===== src/rtl/instr_encoder_pkg.sv =====
// Shared types and constants for the RV32I instruction encoder.
// imm_extract mirrors the decode-side immediate extender (used by ENC_ROUNDTRIP_CHECK_EN).
package instr_encoder_pkg;

  typedef enum logic [2:0] {
    I_T = 3'd0,
    S_T = 3'd1,
    B_T = 3'd2,
    J_T = 3'd3,
    U_T = 3'd4
  } imm_src_e;

  typedef enum logic [1:0] {
    ErrOk       = 2'd0,
    ErrRange    = 2'd1,
    ErrMisalign = 2'd2,
    ErrBadSrc   = 2'd3
  } enc_err_e;

  localparam logic [31:0] NOP_INSTR = 32'h0000_0013;

  typedef struct packed {
    logic [2:0]  imm_src;
    logic [31:0] imm;
    logic [6:0]  opcode;
    logic [4:0]  rd;
    logic [4:0]  rs1;
    logic [4:0]  rs2;
    logic [2:0]  funct3;
  } enc_fields_t;

  function automatic logic [31:0] imm_extract(logic [2:0] src, logic [31:0] w);
    case (src)
      I_T:     imm_extract = {{20{w[31]}}, w[31:20]};
      S_T:     imm_extract = {{20{w[31]}}, w[31:25], w[11:7]};
      B_T:     imm_extract = {{19{w[31]}}, w[31], w[7], w[30:25], w[11:8], 1'b0};
      J_T:     imm_extract = {{11{w[31]}}, w[31], w[19:12], w[20], w[30:21], 1'b0};
      U_T:     imm_extract = {w[31:12], 12'b0};
      default: imm_extract = '0;
    endcase
  endfunction

endpackage


===== src/rtl/instr_encoder_if.sv =====
// Input-beat and output-beat handshake bundle of the instruction encoder.
// master = loader/sink side, slave = encoder side.
interface instr_encoder_if #(
  parameter int unsigned ADDR_W = 8
);
  logic              in_valid;
  logic              in_ready;
  logic [2:0]        imm_src;
  logic [31:0]       imm;
  logic [6:0]        opcode;
  logic [4:0]        rd;
  logic [4:0]        rs1;
  logic [4:0]        rs2;
  logic [2:0]        funct3;
  logic              out_valid;
  logic              out_ready;
  logic [31:0]       out_instr;
  logic [1:0]        out_err;
  logic [ADDR_W-1:0] out_addr;

  modport master (
    output in_valid, imm_src, imm, opcode, rd, rs1, rs2, funct3, out_ready,
    input  in_ready, out_valid, out_instr, out_err, out_addr
  );

  modport slave (
    input  in_valid, imm_src, imm, opcode, rd, rs1, rs2, funct3, out_ready,
    output in_ready, out_valid, out_instr, out_err, out_addr
  );
endinterface


===== src/rtl/instr_encoder_imm_pack.sv =====
// Combinational immediate packer and range/alignment checker for one beat.
// ENC_ROUNDTRIP_CHECK_EN adds a decode-side re-extraction cross-check.
module instr_encoder_imm_pack
  import instr_encoder_pkg::*;
(
  input  enc_fields_t f,
  output logic [31:0] instr,
  output enc_err_e    err
`ifdef ENC_ROUNDTRIP_CHECK_EN
  ,
  output logic        roundtrip_fail
`endif
);

  logic [31:0] word;
  logic        rng_is, rng_b, rng_j, rng_u;

  // Immediate fits only if the discarded high bits are a pure sign extension
  assign rng_is = !((&f.imm[31:11]) || !(|f.imm[31:11]));
  assign rng_b  = !((&f.imm[31:12]) || !(|f.imm[31:12]));
  assign rng_j  = !((&f.imm[31:20]) || !(|f.imm[31:20]));
  assign rng_u  = |f.imm[11:0];

  always_comb begin
    word = '0;
    err  = ErrOk;
    case (f.imm_src)
      I_T: begin
        word = {f.imm[11:0], f.rs1, f.funct3, f.rd, f.opcode};
        if (rng_is) err = ErrRange;
      end
      S_T: begin
        word = {f.imm[11:5], f.rs2, f.rs1, f.funct3, f.imm[4:0], f.opcode};
        if (rng_is) err = ErrRange;
      end
      B_T: begin
        word = {f.imm[12], f.imm[10:5], f.rs2, f.rs1, f.funct3, f.imm[4:1], f.imm[11],
                f.opcode};
        if (f.imm[0])   err = ErrMisalign;
        else if (rng_b) err = ErrRange;
      end
      J_T: begin
        word = {f.imm[20], f.imm[10:1], f.imm[11], f.imm[19:12], f.rd, f.opcode};
        if (f.imm[0])   err = ErrMisalign;
        else if (rng_j) err = ErrRange;
      end
      U_T: begin
        word = {f.imm[31:12], f.rd, f.opcode};
        if (rng_u) err = ErrRange;
      end
      default: err = ErrBadSrc;
    endcase
  end

  assign instr = (err == ErrOk) ? word : NOP_INSTR;

`ifdef ENC_ROUNDTRIP_CHECK_EN
  assign roundtrip_fail = (err == ErrOk) && (imm_extract(f.imm_src, word) != f.imm);
`endif

endmodule


===== src/rtl/instr_encoder.sv =====
// RV32I instruction encoder: 2-stage valid/ready pipeline tagging words with IMEM addresses.
// Optional ENC_ROUNDTRIP_CHECK_EN adds the roundtrip_fail output.
module instr_encoder
  import instr_encoder_pkg::*;
#(
  parameter int unsigned       ADDR_W    = 8,
  parameter logic [ADDR_W-1:0] BASE_ADDR = '0
) (
  input  logic                  clk,
  input  logic                  rst,
  input  logic                  clear,
  instr_encoder_if.slave        bus,
  output logic [7:0]            err_count
`ifdef ENC_ROUNDTRIP_CHECK_EN
  ,
  output logic                  roundtrip_fail
`endif
);

  logic              s1_valid_q, s2_valid_q;
  enc_fields_t       s1_q, in_fields;
  logic [31:0]       s2_instr_q, pack_instr;
  enc_err_e          s2_err_q, pack_err;
  logic [ADDR_W-1:0] addr_q;
  logic [7:0]        err_cnt_q;
  logic              s1_ready, s2_ready, out_fire;

  assign in_fields = '{imm_src: bus.imm_src, imm: bus.imm, opcode: bus.opcode, rd: bus.rd,
                       rs1: bus.rs1, rs2: bus.rs2, funct3: bus.funct3};

  assign s2_ready = !s2_valid_q || bus.out_ready;
  assign s1_ready = !s1_valid_q || s2_ready;
  assign out_fire = s2_valid_q && bus.out_ready;

`ifdef ENC_ROUNDTRIP_CHECK_EN
  logic pack_rt_fail, rt_fail_q;

  instr_encoder_imm_pack u_imm_pack (
    .f              (s1_q),
    .instr          (pack_instr),
    .err            (pack_err),
    .roundtrip_fail (pack_rt_fail)
  );

  always_ff @(posedge clk) begin
    if (rst || clear) begin
      rt_fail_q <= 1'b0;
    end else if (s2_ready && s1_valid_q) begin
      rt_fail_q <= pack_rt_fail;
    end
  end

  assign roundtrip_fail = s2_valid_q && rt_fail_q;
`else
  instr_encoder_imm_pack u_imm_pack (
    .f     (s1_q),
    .instr (pack_instr),
    .err   (pack_err)
  );
`endif

  always_ff @(posedge clk) begin
    if (rst || clear) begin
      s1_valid_q <= 1'b0;
      s1_q       <= '0;
      s2_valid_q <= 1'b0;
      s2_instr_q <= '0;
      s2_err_q   <= ErrOk;
      addr_q     <= BASE_ADDR;
      err_cnt_q  <= '0;
    end else begin
      if (s1_ready) begin
        s1_valid_q <= bus.in_valid;
        if (bus.in_valid) s1_q <= in_fields;
      end
      if (s2_ready) begin
        s2_valid_q <= s1_valid_q;
        if (s1_valid_q) begin
          s2_instr_q <= pack_instr;
          s2_err_q   <= pack_err;
        end
      end
      // Errored beats still occupy an IMEM slot
      if (out_fire) begin
        addr_q <= addr_q + 1'b1;
        if (s2_err_q != ErrOk && err_cnt_q != 8'hFF) err_cnt_q <= err_cnt_q + 8'd1;
      end
    end
  end

  assign bus.in_ready  = s1_ready;
  assign bus.out_valid = s2_valid_q;
  assign bus.out_instr = s2_instr_q;
  assign bus.out_err   = s2_err_q;
  assign bus.out_addr  = addr_q;
  assign err_count     = err_cnt_q;

endmodule


===== src/flat_wrapper.sv =====
// flat-port wrapper written by rule: the top's interface ports become plain ports
module instr_encoder_flat import instr_encoder_pkg::*;
#(
  parameter int unsigned       ADDR_W    = 8,
  parameter logic [ADDR_W-1:0] BASE_ADDR = '0
)
  (clk, rst, clear, err_count, bus_in_valid, bus_imm_src, bus_imm, bus_opcode, bus_rd, bus_rs1, bus_rs2, bus_funct3, bus_out_ready, bus_in_ready, bus_out_valid, bus_out_instr, bus_out_err, bus_out_addr);
  instr_encoder_if #(.ADDR_W(ADDR_W)) bus_i ();
  input  logic clk;
  input  logic rst;
  input  logic clear;
  output logic [7:0] err_count;
  input wire logic [$bits(bus_i.in_valid)-1:0] bus_in_valid;
  input wire logic [$bits(bus_i.imm_src)-1:0] bus_imm_src;
  input wire logic [$bits(bus_i.imm)-1:0] bus_imm;
  input wire logic [$bits(bus_i.opcode)-1:0] bus_opcode;
  input wire logic [$bits(bus_i.rd)-1:0] bus_rd;
  input wire logic [$bits(bus_i.rs1)-1:0] bus_rs1;
  input wire logic [$bits(bus_i.rs2)-1:0] bus_rs2;
  input wire logic [$bits(bus_i.funct3)-1:0] bus_funct3;
  input wire logic [$bits(bus_i.out_ready)-1:0] bus_out_ready;
  output wire logic [$bits(bus_i.in_ready)-1:0] bus_in_ready;
  output wire logic [$bits(bus_i.out_valid)-1:0] bus_out_valid;
  output wire logic [$bits(bus_i.out_instr)-1:0] bus_out_instr;
  output wire logic [$bits(bus_i.out_err)-1:0] bus_out_err;
  output wire logic [$bits(bus_i.out_addr)-1:0] bus_out_addr;
  assign bus_i.in_valid = bus_in_valid;
  assign bus_i.imm_src = bus_imm_src;
  assign bus_i.imm = bus_imm;
  assign bus_i.opcode = bus_opcode;
  assign bus_i.rd = bus_rd;
  assign bus_i.rs1 = bus_rs1;
  assign bus_i.rs2 = bus_rs2;
  assign bus_i.funct3 = bus_funct3;
  assign bus_i.out_ready = bus_out_ready;
  assign bus_in_ready = bus_i.in_ready;
  assign bus_out_valid = bus_i.out_valid;
  assign bus_out_instr = bus_i.out_instr;
  assign bus_out_err = bus_i.out_err;
  assign bus_out_addr = bus_i.out_addr;
  instr_encoder #(.ADDR_W(ADDR_W), .BASE_ADDR(BASE_ADDR)) u_core (.clk(clk), .rst(rst), .clear(clear), .bus(bus_i), .err_count(err_count));
endmodule

===== config.mk =====
export PLATFORM = sky130hd
export DESIGN_NAME = instr_encoder_flat
export DESIGN_NICKNAME = d
export VERILOG_FILES = /design/src/rtl/instr_encoder_pkg.sv /design/src/rtl/instr_encoder_if.sv /design/src/rtl/instr_encoder_imm_pack.sv /design/src/rtl/instr_encoder.sv /design/src/flat_wrapper.sv
export SDC_FILE = /design/constraint.sdc
export NUM_CORES = 1
export LEC_CHECK = 0
export CORE_MARGIN = 8
export CORE_UTILIZATION = 45
export CTS_CLUSTER_SIZE = 30
export DETAILED_ROUTE_END_ITERATION = 12
export PLACE_DENSITY = 0.79
export REMOVE_ABC_BUFFERS = 1
export SLEW_MARGIN = 20
export SYNTH_ARGS = -nofsm -noshare
export SYNTH_HDL_FRONTEND = slang
export SYNTH_SLANG_ARGS = --single-unit

===== constraint.sdc =====
create_clock -name clk -period 2.1 [get_ports clk]
set_input_delay 0.42 -clock clk [delete_from_list [all_inputs] [get_ports clk]]
set_output_delay 0.42 -clock clk [all_outputs]
set_load 0.05 [all_outputs]

==> results of run 1 <==
## through the flow
step	total power, mW	setup slack, ns	hold WS (ns)	cell area (sq um)	std cells
global route	4.190	-0.03723	0.4858	6630	876
global placement	2.750	0.09458	0.4425	6369	859
finish	4.025	0.07107	0.4590	6630	876
detailed placement	2.762	-0.004793	0.4475	6369	859
floorplan	2.487	-0.6806	0.4360	4708	572
CTS	4.023	0.01566	0.4610	6568	875
## placed cells by master (no fill, tap or decap), drive strengths merged, types with 3 or more instances in the layout
cell / instances
a31oi: 7
inv: 4
buf: 33
mux2i: 11
a21oi: 103
nand4: 9
o21ai: 4
xor2: 9
o31a: 3
clkdlybuf4s50: 112
a22oi: 4
o31ai: 21
nor2b: 15
nor2: 36
a211oi: 7
and4: 3
nor4: 9
xnor2: 5
nand2: 149
clkbuf: 12
nand3: 36
o22ai: 4
dlymetal6s2s: 3
dfxtp: 112
## cell usage after synthesis (3+ instances only)
cell type	number	share of area
o22ai_1	4	0.0051
buf_1	10	0.0077
a211oi_1	7	0.011
nor4_1	4	0.0051
nor4_2	5	0.013
and4_1	3	0.0054
nand4_1	9	0.012
nor2_1	36	0.028
o31a_1	3	0.0054
a21oi_1	103	0.11
o31ai_1	21	0.032
clkbuf_1	29	0.022
a22oi_1	4	0.0062
buf_2	3	0.0031
nand2_1	149	0.11
nand3_1	36	0.037
nor2b_1	15	0.019
inv_1	4	0.0031
xor2_1	9	0.016
xnor2_1	5	0.0090
dfxtp_1	112	0.46
a31oi_1	7	0.0090
mux2i_1	11	0.023
## cell families after synthesis
logic type	synth area share
AND/OR/NAND/NOR	0.2543
flip-flops	0.4594
buffers and inverters	0.03845
XOR/XNOR	0.02512
adder cells (fa/ha/maj)	0.005126
AO/OA/AOI/OAI	0.1951
multiplexers	0.02256
## final cells by class
class                      count  area (sq um)  area share
timing repair buffer         148          1498      0.2259
sequential                   112          2248      0.3391
clock buffer                  12         145.1     0.02189
clock inverter                 4         53.80    0.008115
multi-input combinational    456          2495      0.3763
tap                          140         175.2     0.02642
inverter                       4         15.01    0.002265
## flip-flops by register name (all words and copies together), names as in the netlist
signal	cells
u_core.s1_valid_q	1
u_core.bus.out_valid	1
u_core.s1_q	60
u_core.bus.out_addr	8
u_core.bus.out_err	2
u_core.bus.out_instr	32
u_core.err_count	8
## routing by layer
metal | GRT usage | wire length, um | vias to the layer above
li1 | - | - | 2361
met1 | 0.2352 | 6065 | 2263
met2 | 0.3053 | 6786 | 191
met3 | 0.04415 | 1016 | 17
met4 | 0.06479 | 160 | 0
met5 | 0 | 0 | -
## worst min path at each step
stage | from | endpoint | slack (ns)
2_1_floorplan | u_core.s1_q[4] | u_core.s1_q[4] | 0.44
3_3_place_gp | u_core.s1_q[23] | u_core.s1_q[23] | 0.44
3_5_place_dp | u_core.bus.out_instr[19] | u_core.bus.out_instr[19] | 0.45
4_1_cts | u_core.bus.out_instr[14] | u_core.bus.out_instr[14] | 0.46
5_1_grt | u_core.bus.out_instr[13] | u_core.bus.out_instr[13] | 0.49
6_report | u_core.bus.out_instr[14] | u_core.bus.out_instr[14] | 0.46
## report_power, final
part	internal, mW	switching, mW
clock network	0.589	0.702
registers	2.16	0.0389
logic	0.260	0.273
## timing repair
| item | CTS | global route |
|---|---|---|
| setup buffers | 0 | 1 |
| endpoints found under the setup margin | 0 | 24 |
| resized for setup | 0 | 14 |
==> results.yml, run 1 <==
grt:
  overflow: 0
  grt_pass1_wl_um: 22340
  grt_max_degree: 57
  grt_use_total: 0.1863
  antenna_found_initial: 0
  grt_pass1_vias: 4678
worst_setup_path:
  cp-start-kind: "flip-flop"
  cp_cell_sequence: "clkdlybuf4s50_1"
  rr_startpoint: "u_core.s1_q[42]"
  critPathMaxStageDelay_ns: 0.83
  rrSetupSlack_ns: 0.08
  required_ns: 1.68
  crit_cells: 1
  ff2ff_path_depth: 7
  cp.arrival_ns: 1.61
  crit_start: "u_core.err_count[6]"
  critPathKind: "reg2out"
  cp-end-kind: "output port"
  cp_top_family: "buffers and inverters"
  worst-path-buf-inv: 1
  path_max_fanout: 4
  reg2reg_to: "u_core.bus.out_instr[0]"
  cp-endpoint: "err_count[6]"
  slowest_stage: "clkdlybuf4s50_1"
detailed_routing:
  wl_um: 14030
  wl_per_cell_um: 16.01
  drtPass1Iterations: 7
  antenna_left: 0
  drc_errors: 0
  num_vias: 4832
  routed_via_density: 5.516
  drtIter0Drc: 326
final_layout:
  syn_to_final_growth_pct: 35.84
  nFillCells: 940
  fin_util: 0.6198
  drive_gt1_frac: 0.09103
  antennaDiodeCount: 0
  nets: 798
timing:
  skew_ns: 0.01533
  slew_viol_final: 0
  tightest_slew_ns: 0.5611
  hold_viol_final: 0
  fmax_mhz: 492.9
  setup_viol: 0
  rsz0062_at_grt: "yes"
  fin_crit_sh: 0.9662
  min_period_ns: 2.029
  relSlewSlack: 0.6248
  setup_tns_ns: 0
synthesis:
  async_flop_share: 0
  ys_seq_elements: 112
  netlist_instances: 615
  synth-edff-count: 0
  ys_types: 45
  synth_area_sq_um: 4881
  synth_area_per_cell_sq_um: 7.936
  yosysWarnings: 0
  synth-main-ff-cell: "dfxtp_1"
  ys_seq_area_frac: 0.4594
outcome:
  status: "complete, no violations"
run:
  cap_violations: 0
clocking:
  path_clk_slew_ns: 0.10
  clockRootBuffer: "clkbuf_8"
  holdBufCountCts: 0
  clk_latency_ns: 0.36
  cts_tree: "built"
  numClockSinks: 112
  clockBufferDepth: 2
  numCtsBuffers: 9
  cts_max_level: 3
floorplan:
  core_sq_um: 10700
  row_count: 38
  io_pins: 117
  die_h_um: 120.1
  floorplan.initialDensity: 0.4563
  fp.dieW_um: 120.1
  dieArea_sq_um: 14430
power:
  vdd_ir_drop_max_v: 0.0003659
  p_leak_nw: 2.323
  powerDensity_nw_per_um2: 607.1
placement:
  place_congestion: 0.8559
  port_buffers: 116
  dp_hpwl_um: 9977
worst_hold_path:
  whs_path_depth: 2
  min_path_type: "reg2reg"
Note: power is estimated with default switching activity, not from simulation.
==> inputs of run 2 (changes only) <==
--- a/config.mk
+++ b/config.mk
@@ -5,13 +5,14 @@
 export SDC_FILE = /design/constraint.sdc
 export NUM_CORES = 1
 export LEC_CHECK = 0
+export CELL_PAD_IN_SITES_DETAIL_PLACEMENT = 1
+export CELL_PAD_IN_SITES_GLOBAL_PLACEMENT = 1
 export CORE_MARGIN = 8
-export CORE_UTILIZATION = 45
+export CORE_UTILIZATION = 36
 export CTS_CLUSTER_SIZE = 30
 export DETAILED_ROUTE_END_ITERATION = 12
-export PLACE_DENSITY = 0.79
+export PLACE_DENSITY = 0.85
 export REMOVE_ABC_BUFFERS = 1
-export SLEW_MARGIN = 20
 export SYNTH_ARGS = -nofsm -noshare
 export SYNTH_HDL_FRONTEND = slang
 export SYNTH_SLANG_ARGS = --single-unit
==> results.yml, run 2 (same netlist as run 1, synthesis figures left out) <==
final_layout:
  syn_to_final_growth_pct: 41.25
  largest_register_ffs: 60
  max_flop_register: "u_core.s1_q"
  layout_common_cells: "148 x nand2_1, 112 x clkdlybuf4s50_1, 102 x a21oi_1, 100 x dfxtp_1"
  fin_util: 0.5206
  stdcell_count: 923
  final_common_cell: "nand2_1"
  drive_gt1_frac: 0.1258
  nets: 809
  antennaDiodeCount: 0
clocking:
  numClockSinks: 112
  clk_latency_ns: 0.36
  cts_tree: "built"
  clockRootBuffer: "clkbuf_16"
  clockBufferDepth: 2
  cts_max_level: 3
  numCtsBuffers: 9
  path_clk_slew_ns: 0.08
  holdBufCountCts: 0
worst_setup_path:
  critPathMaxStageDelay_ns: 0.36
  cp_top_family: "compound AO/OA/AOI/OAI gates"
  cp-start-kind: "flip-flop"
  cp.arrival_ns: 2.33
  path_max_fanout: 4
  critPathKind: "reg2reg"
  cp-end-kind: "flip-flop"
  cp_cell_sequence: "nor4_2 > a2111oi_1 > a2bb2oi_2 > a221oi_4 > buf_4 > o21ai_2 > o31ai_1"
  required_ns: 2.36
  slowest_stage: "nor4_2"
  worst-path-buf-inv: 1
floorplan:
  fp.dieW_um: 132.4
  core_sq_um: 13240
  row_count: 42
  dieArea_sq_um: 17540
  io_pins: 117
  floorplan.initialDensity: 0.3686
  die_h_um: 132.4
placement:
  dpl.cell_count: 902
  place_congestion: 0.8331
  port_buffers: 116
  dp_hpwl_um: 12190
grt:
  grt_pass1_wl_um: 26830
  grt_pass1_vias: 5301
  antenna_found_initial: 0
  overflow: 0
  grt_use_total: 0.1853
  grt_max_degree: 66
detailed_routing:
  wl_um: 17190
  routed_via_density: 5.408
  drtPass1Iterations: 7
  num_vias: 4992
  drtIter0Drc: 329
  antenna_left: 0
  wl_per_cell_um: 18.63
  drc_errors: 0
timing:
  fmax_mhz: 483.8
  setup_viol: 0
  fin_crit_sh: 0.9843
  min_period_ns: 2.067
  relSlewSlack: 0.4803
  slew_viol_final: 0
  skew_ns: 0.006423
  hold_viol_final: 0
  tightest_slew_ns: 0.7796
outcome:
  status: "complete, no violations"
power:
  power_mw: 4.535
  powerDensity_nw_per_um2: 657.8
  p_leak_nw: 2.431
  vdd_ir_drop_max_v: 0.0003126
worst_hold_path:
  min_path_type: "reg2reg"
run:
  cap_violations: 0
run 2: cell types whose count changed in the layout (fill, tap and decap cells not counted), sizes merged:
cell / delta
o21ai: +1
clkinv: +3
buf: +10
clkbuf: -3
run 2: path summary, 6_finish.rpt:
path	start	to	slack, ns	cells past startpoint
max	u_core.s1_q[42]	u_core.bus.out_instr[26]	0.03	7
min	u_core.bus.out_instr[12]	u_core.bus.out_instr[12]	0.45	2
max reg2reg	u_core.s1_q[42]	u_core.bus.out_instr[26]	0.03	7
min reg2reg	u_core.bus.out_instr[12]	u_core.bus.out_instr[12]	0.45	2
run 2: power breakdown:
part	leakage, nW	internal [mW]	switching, mW	total, mW
Sequential	0.913	2.16	0.0398	2.20
Combinational	1.38	0.276	0.308	0.584
Clock	0.141	0.926	0.822	1.75
run 2: what timing repair did:
| action | CTS | global route |
|---|---|---|
| pin swaps | 0 | 2 |
| resized for setup | 1 | 29 |
| endpoints found under the setup margin | 11 | 21 |
| buffers inserted | 0 | 3 |
| hold endpoints to repair | 0 | 0 |
| cloned | 0 | 2 |
run 2: final cells by class:
cell class                      count  area [sq um]
Tap cell                          176         220.2
Clock buffer                        9         225.2
Clock inverter                      7         72.57
Inverter                            4         15.01
Sequential cell                   112          2257
Fill cell                        1623          6349
Multi-Input combinational cell    457          2546
Timing Repair Buffer              158          1558
run 2: per-stage QoR:
stage                     instance area (sq um)  setup TNS, ns  setup WS [ns]  hold WS, ns
after global placement                     6454              0        0.05122       0.4407
after detailed placement                   6454        -0.4409       -0.05251       0.4458
final                                      6894              0        0.03294       0.4545
after CTS                                  6758              0        0.01752       0.4559
after floorplan                            4708         -53.25        -0.6806       0.4360
after global routing                       6894        -0.4883       -0.07155       0.4802
run 2: routing by layer:
metal / vias up / wire (um) / global-route usage / part of all wire
li1: 2393 / - / - / -
met1: 2444 / 7609 / 0.2209 / 0.44
met2: 137 / 8464 / 0.3216 / 0.49
met3: 18 / 856 / 0.04618 / 0.050
met4: 0 / 263 / 0.05426 / 0.015
met5: - / 0 / 0 / 0
run 2: worst register-to-register path: stages (launching register included):
cell and delay, ns:
dfxtp_1 0.34, nor4_2 0.36, a2111oi_1 0.18, a2bb2oi_2 0.19, a221oi_4 0.31, buf_4 0.19, o21ai_2 0.11, o31ai_1 0.30
==> inputs of run 3 (changes only) <==
--- a/config.mk
+++ b/config.mk
@@ -8,11 +8,12 @@
 export CELL_PAD_IN_SITES_DETAIL_PLACEMENT = 1
 export CELL_PAD_IN_SITES_GLOBAL_PLACEMENT = 1
 export CORE_MARGIN = 8
-export CORE_UTILIZATION = 36
+export CORE_UTILIZATION = 38
 export CTS_CLUSTER_SIZE = 30
 export DETAILED_ROUTE_END_ITERATION = 12
-export PLACE_DENSITY = 0.85
+export PLACE_DENSITY = 0.86
 export REMOVE_ABC_BUFFERS = 1
 export SYNTH_ARGS = -nofsm -noshare
 export SYNTH_HDL_FRONTEND = slang
+export SYNTH_HIERARCHICAL = 1
 export SYNTH_SLANG_ARGS = --single-unit
==> results.yml, run 3 <==
final_layout:
  syn_to_final_growth_pct: 35.10
  largest_register_ffs: 60
  stdcell_area_sq_um: 7720
  drive_gt1_frac: 0.1542
  antennaDiodeCount: 0
  fin_util: 0.5174
  max_flop_register: "u_core/s1_q"
  final_common_cell: "a21oi_1"
  layout_common_cells: "124 x a21oi_1, 108 x dfxtp_1, 105 x clkdlybuf4s50_1, 97 x nand3_1, 78 x o21ai_0"
  nFillCells: 1726
  nets: 879
worst_setup_path:
  rrSetupSlack_ns: -0.15
  crit_cells: 9
  cp-endpoint: "u_core/bus.out_instr[15]"
  worst-path-buf-inv: 2
  path_max_fanout: 7
  reg2reg_to: "u_core/bus.out_instr[15]"
  critPathMaxStageDelay_ns: 0.37
  cp_cell_sequence: "nor4_4 > buf_4 > nand2_4 > o32ai_4 > o32ai_4 > clkbuf_16 > nor3_2 > nand3_1 > a21oi_1"
  slowest_stage: "dfxtp_4"
  rr_startpoint: "u_core/s1_q[40]"
  required_ns: 2.38
  cpMostUsedCell: "o32ai_4"
  ff2ff_path_depth: 9
  crit_start: "u_core/s1_q[40]"
  cp-start-kind: "flip-flop"
  cp_top_family: "simple AND/OR/NAND/NOR gates"
  cp.arrival_ns: 2.53
  critPathKind: "reg2reg"
  cp-end-kind: "flip-flop"
grt:
  grt_pass1_wl_um: 32340
  grt_max_degree: 62
  grt_pass1_vias: 6163
  grt_use_total: 0.2003
  antenna_found_initial: 0
  overflow: 0
power:
  power.switching_mw: 1.243
  p_leak_nw: 2.605
  combPwrFrac: 0.158
  powerDensity_nw_per_um2: 601.5
  p_clk_frac: 0.366
  vdd_ir_drop_max_v: 0.0004134
  netSwitchingFraction: 0.2676
  intPower_mw: 3.401
  seq_power_share: 0.476
  power_mw: 4.644
outcome:
  violations: "setup timing"
  status: "finished with violations"
detailed_routing:
  antenna_left: 0
  wl_per_cell_um: 21.37
  num_vias: 6103
  drc_errors: 0
  drtIter0Drc: 476
  routed_via_density: 6.073
  wl_um: 21480
  drtPass1Iterations: 7
timing:
  rsz0062_at_grt: "yes"
  setup_viol: 31
  tightest_slew_ns: 0.5865
  min_period_ns: 2.248
  worst_slack_ns: -0.1477
  fin_crit_sh: 1.070
  hold_viol_final: 0
  relSlewSlack: 0.6090
  fmax_mhz: 444.9
  skew_ns: 0.008860
  slew_viol_final: 0
placement:
  port_buffers: 116
  place_congestion: 0.8190
  dp_hpwl_um: 13710
  dpl_cell_area_sq_um: 7133
synthesis:
  ys_types: 50
  async_flop_share: 0
  synth.top_cells.by_count: "136 x a21oi_1, 112 x dfxtp_1, 101 x nand3_1, 78 x o21ai_0, 33 x clkbuf_1"
  yosysWarnings: 6
  synth_area_per_cell_sq_um: 8.003
  synth-main-ff-cell: "dfxtp_1"
  yosys.area_share.simple: 0.2382
  yosys.area_share.adder: 0.004379
  synth_xor_area_frac: 0.004598
  yosysMostFrequentCell: "a21oi_1"
  synth_top_area_cell: "dfxtp_1"
  synthMuxAreaShare: 0.02277
  synth_area_sq_um: 5714
  synth-edff-count: 0
  synth_top_family_by_area: "compound AO/OA/AOI/OAI gates"
  synthTopCellsByArea: "dfxtp_1 39%, a21oi_1 12%, nand3_1 8.8%, o21ai_0 6.8%, nor3_2 4.7%"
  ys_seq_elements: 112
  synth-compound-area-share: 0.2638
  ys_seq_area_frac: 0.3924
  synth.top_cell.area_share: 0.3924
  netlist_instances: 714
floorplan:
  die_h_um: 138.6
  row_count: 45
  floorplan.initialDensity: 0.3830
  core_sq_um: 14920
  fp.dieW_um: 138.6
  dieArea_sq_um: 19220
  io_pins: 117
clocking:
  clk_latency_ns: 0.36
  cts_max_level: 3
  clockRootBuffer: "clkbuf_16"
  path_clk_slew_ns: 0.07
  numCtsBuffers: 9
  clockBufferDepth: 2
  cts_tree: "built"
  holdBufCountCts: 0
  numClockSinks: 112
run:
  cap_violations: 0
worst_hold_path:
  min_path_type: "reg2reg"
==> run 3: cell types whose count changed in the layout (fill, tap and decap cells not counted), moves of 9 or more <==
| cell | delta |
|---|---|
| nand3_1 | +61 |
| nand2_1 | -135 |
| nor3_4 | +12 |
| a21oi_2 | +11 |
| a21oi_1 | +22 |
| nor2b_1 | +12 |
| nor3_2 | +14 |
| dfxtp_2 | -9 |
| o31ai_1 | -17 |
| o21ai_1 | +19 |
| nor2_1 | -26 |
| o21ai_0 | +76 |
==> run 3: worst reg2reg max path, stage by stage, from the launching register on <==
cell and delay [ns]:
dfxtp_4 0.37, nor4_4 0.33, buf_4 0.19, nand2_4 0.06, o32ai_4 0.31, o32ai_4 0.22, clkbuf_16 0.23, nor3_2 0.19
nand3_1 0.12, a21oi_1 0.16
==> run 3: power groups by stage <==
stage,logic (mW),clock network [mW],registers (mW)
floorplan,0.261,0,2.27
global placement,0.587,0,2.25
detailed placement,0.610,0,2.25
CTS,0.645,1.71,2.21
global route,0.776,1.80,2.21
finish,0.735,1.70,2.21
==> run 3: final cells by class <==
cell class | count | area [sq um] | area share
inverters | 9 | 36.28 | 0.004700
clock inverters | 2 | 12.51 | 0.001621
flip-flops and latches | 112 | 2250 | 0.2914
clock buffers | 14 | 274.0 | 0.03549
multi-input cells | 520 | 3297 | 0.4271
repair buffers | 160 | 1615 | 0.2092
well taps | 188 | 235.2 | 0.03047
==> run 3: metrics by stage <==
step	TNS (ns)	worst slack [ns]	hold WS (ns)	cells
6_report	-2.167	-0.1477	0.4803	1005
4_1_cts	0	0.003058	0.4816	1003
2_1_floorplan	-85.34	-0.9630	0.4491	640
3_3_place_gp	-1.252	-0.06650	0.4593	984
3_5_place_dp	-3.628	-0.1731	0.4718	984
5_1_grt	-5.118	-0.2228	0.4976	1005
==> run 3: worst min path at each step <==
stage                             start                       end  slack, ns  cells after the start
2_1_floorplan           u_core/s1_q[18]           u_core/s1_q[18]       0.45                      2
3_3_place_gp            u_core/s1_q[18]           u_core/s1_q[18]       0.46                      2
3_5_place_dp   u_core/bus.out_instr[29]  u_core/bus.out_instr[29]       0.47                      2
4_1_cts        u_core/bus.out_instr[29]  u_core/bus.out_instr[29]       0.48                      2
5_1_grt        u_core/bus.out_instr[27]  u_core/bus.out_instr[27]       0.50                      2
6_report       u_core/bus.out_instr[27]  u_core/bus.out_instr[27]       0.48                      2
==> run 3: timing repair <==
item,in CTS,in global routing
pin swaps,0,32
cloned,1,1
setup endpoints to repair,33,37
setup buffers,2,1
resized for setup,13,41
==> run 3: cell families (layout without fill, tap and decap cells) <==
kind of cell / after synthesis / after routing
and+or+nand+nor: 226 / 226
muxes: 13 / 13
DFF: 112 / 112
buffers and inverters: 83 / 185
xor gates and xnor gates: 3 / 3
adders and majority gates: 2 / 2
AOI/OAI and AO/OA: 275 / 276
==> run 3: layer usage <==
layer,wire length [um],global-route usage
met1,8835,0.2358
met2,10820,0.3466
met3,1095,0.03253
met4,732,0.09734
met5,0,0
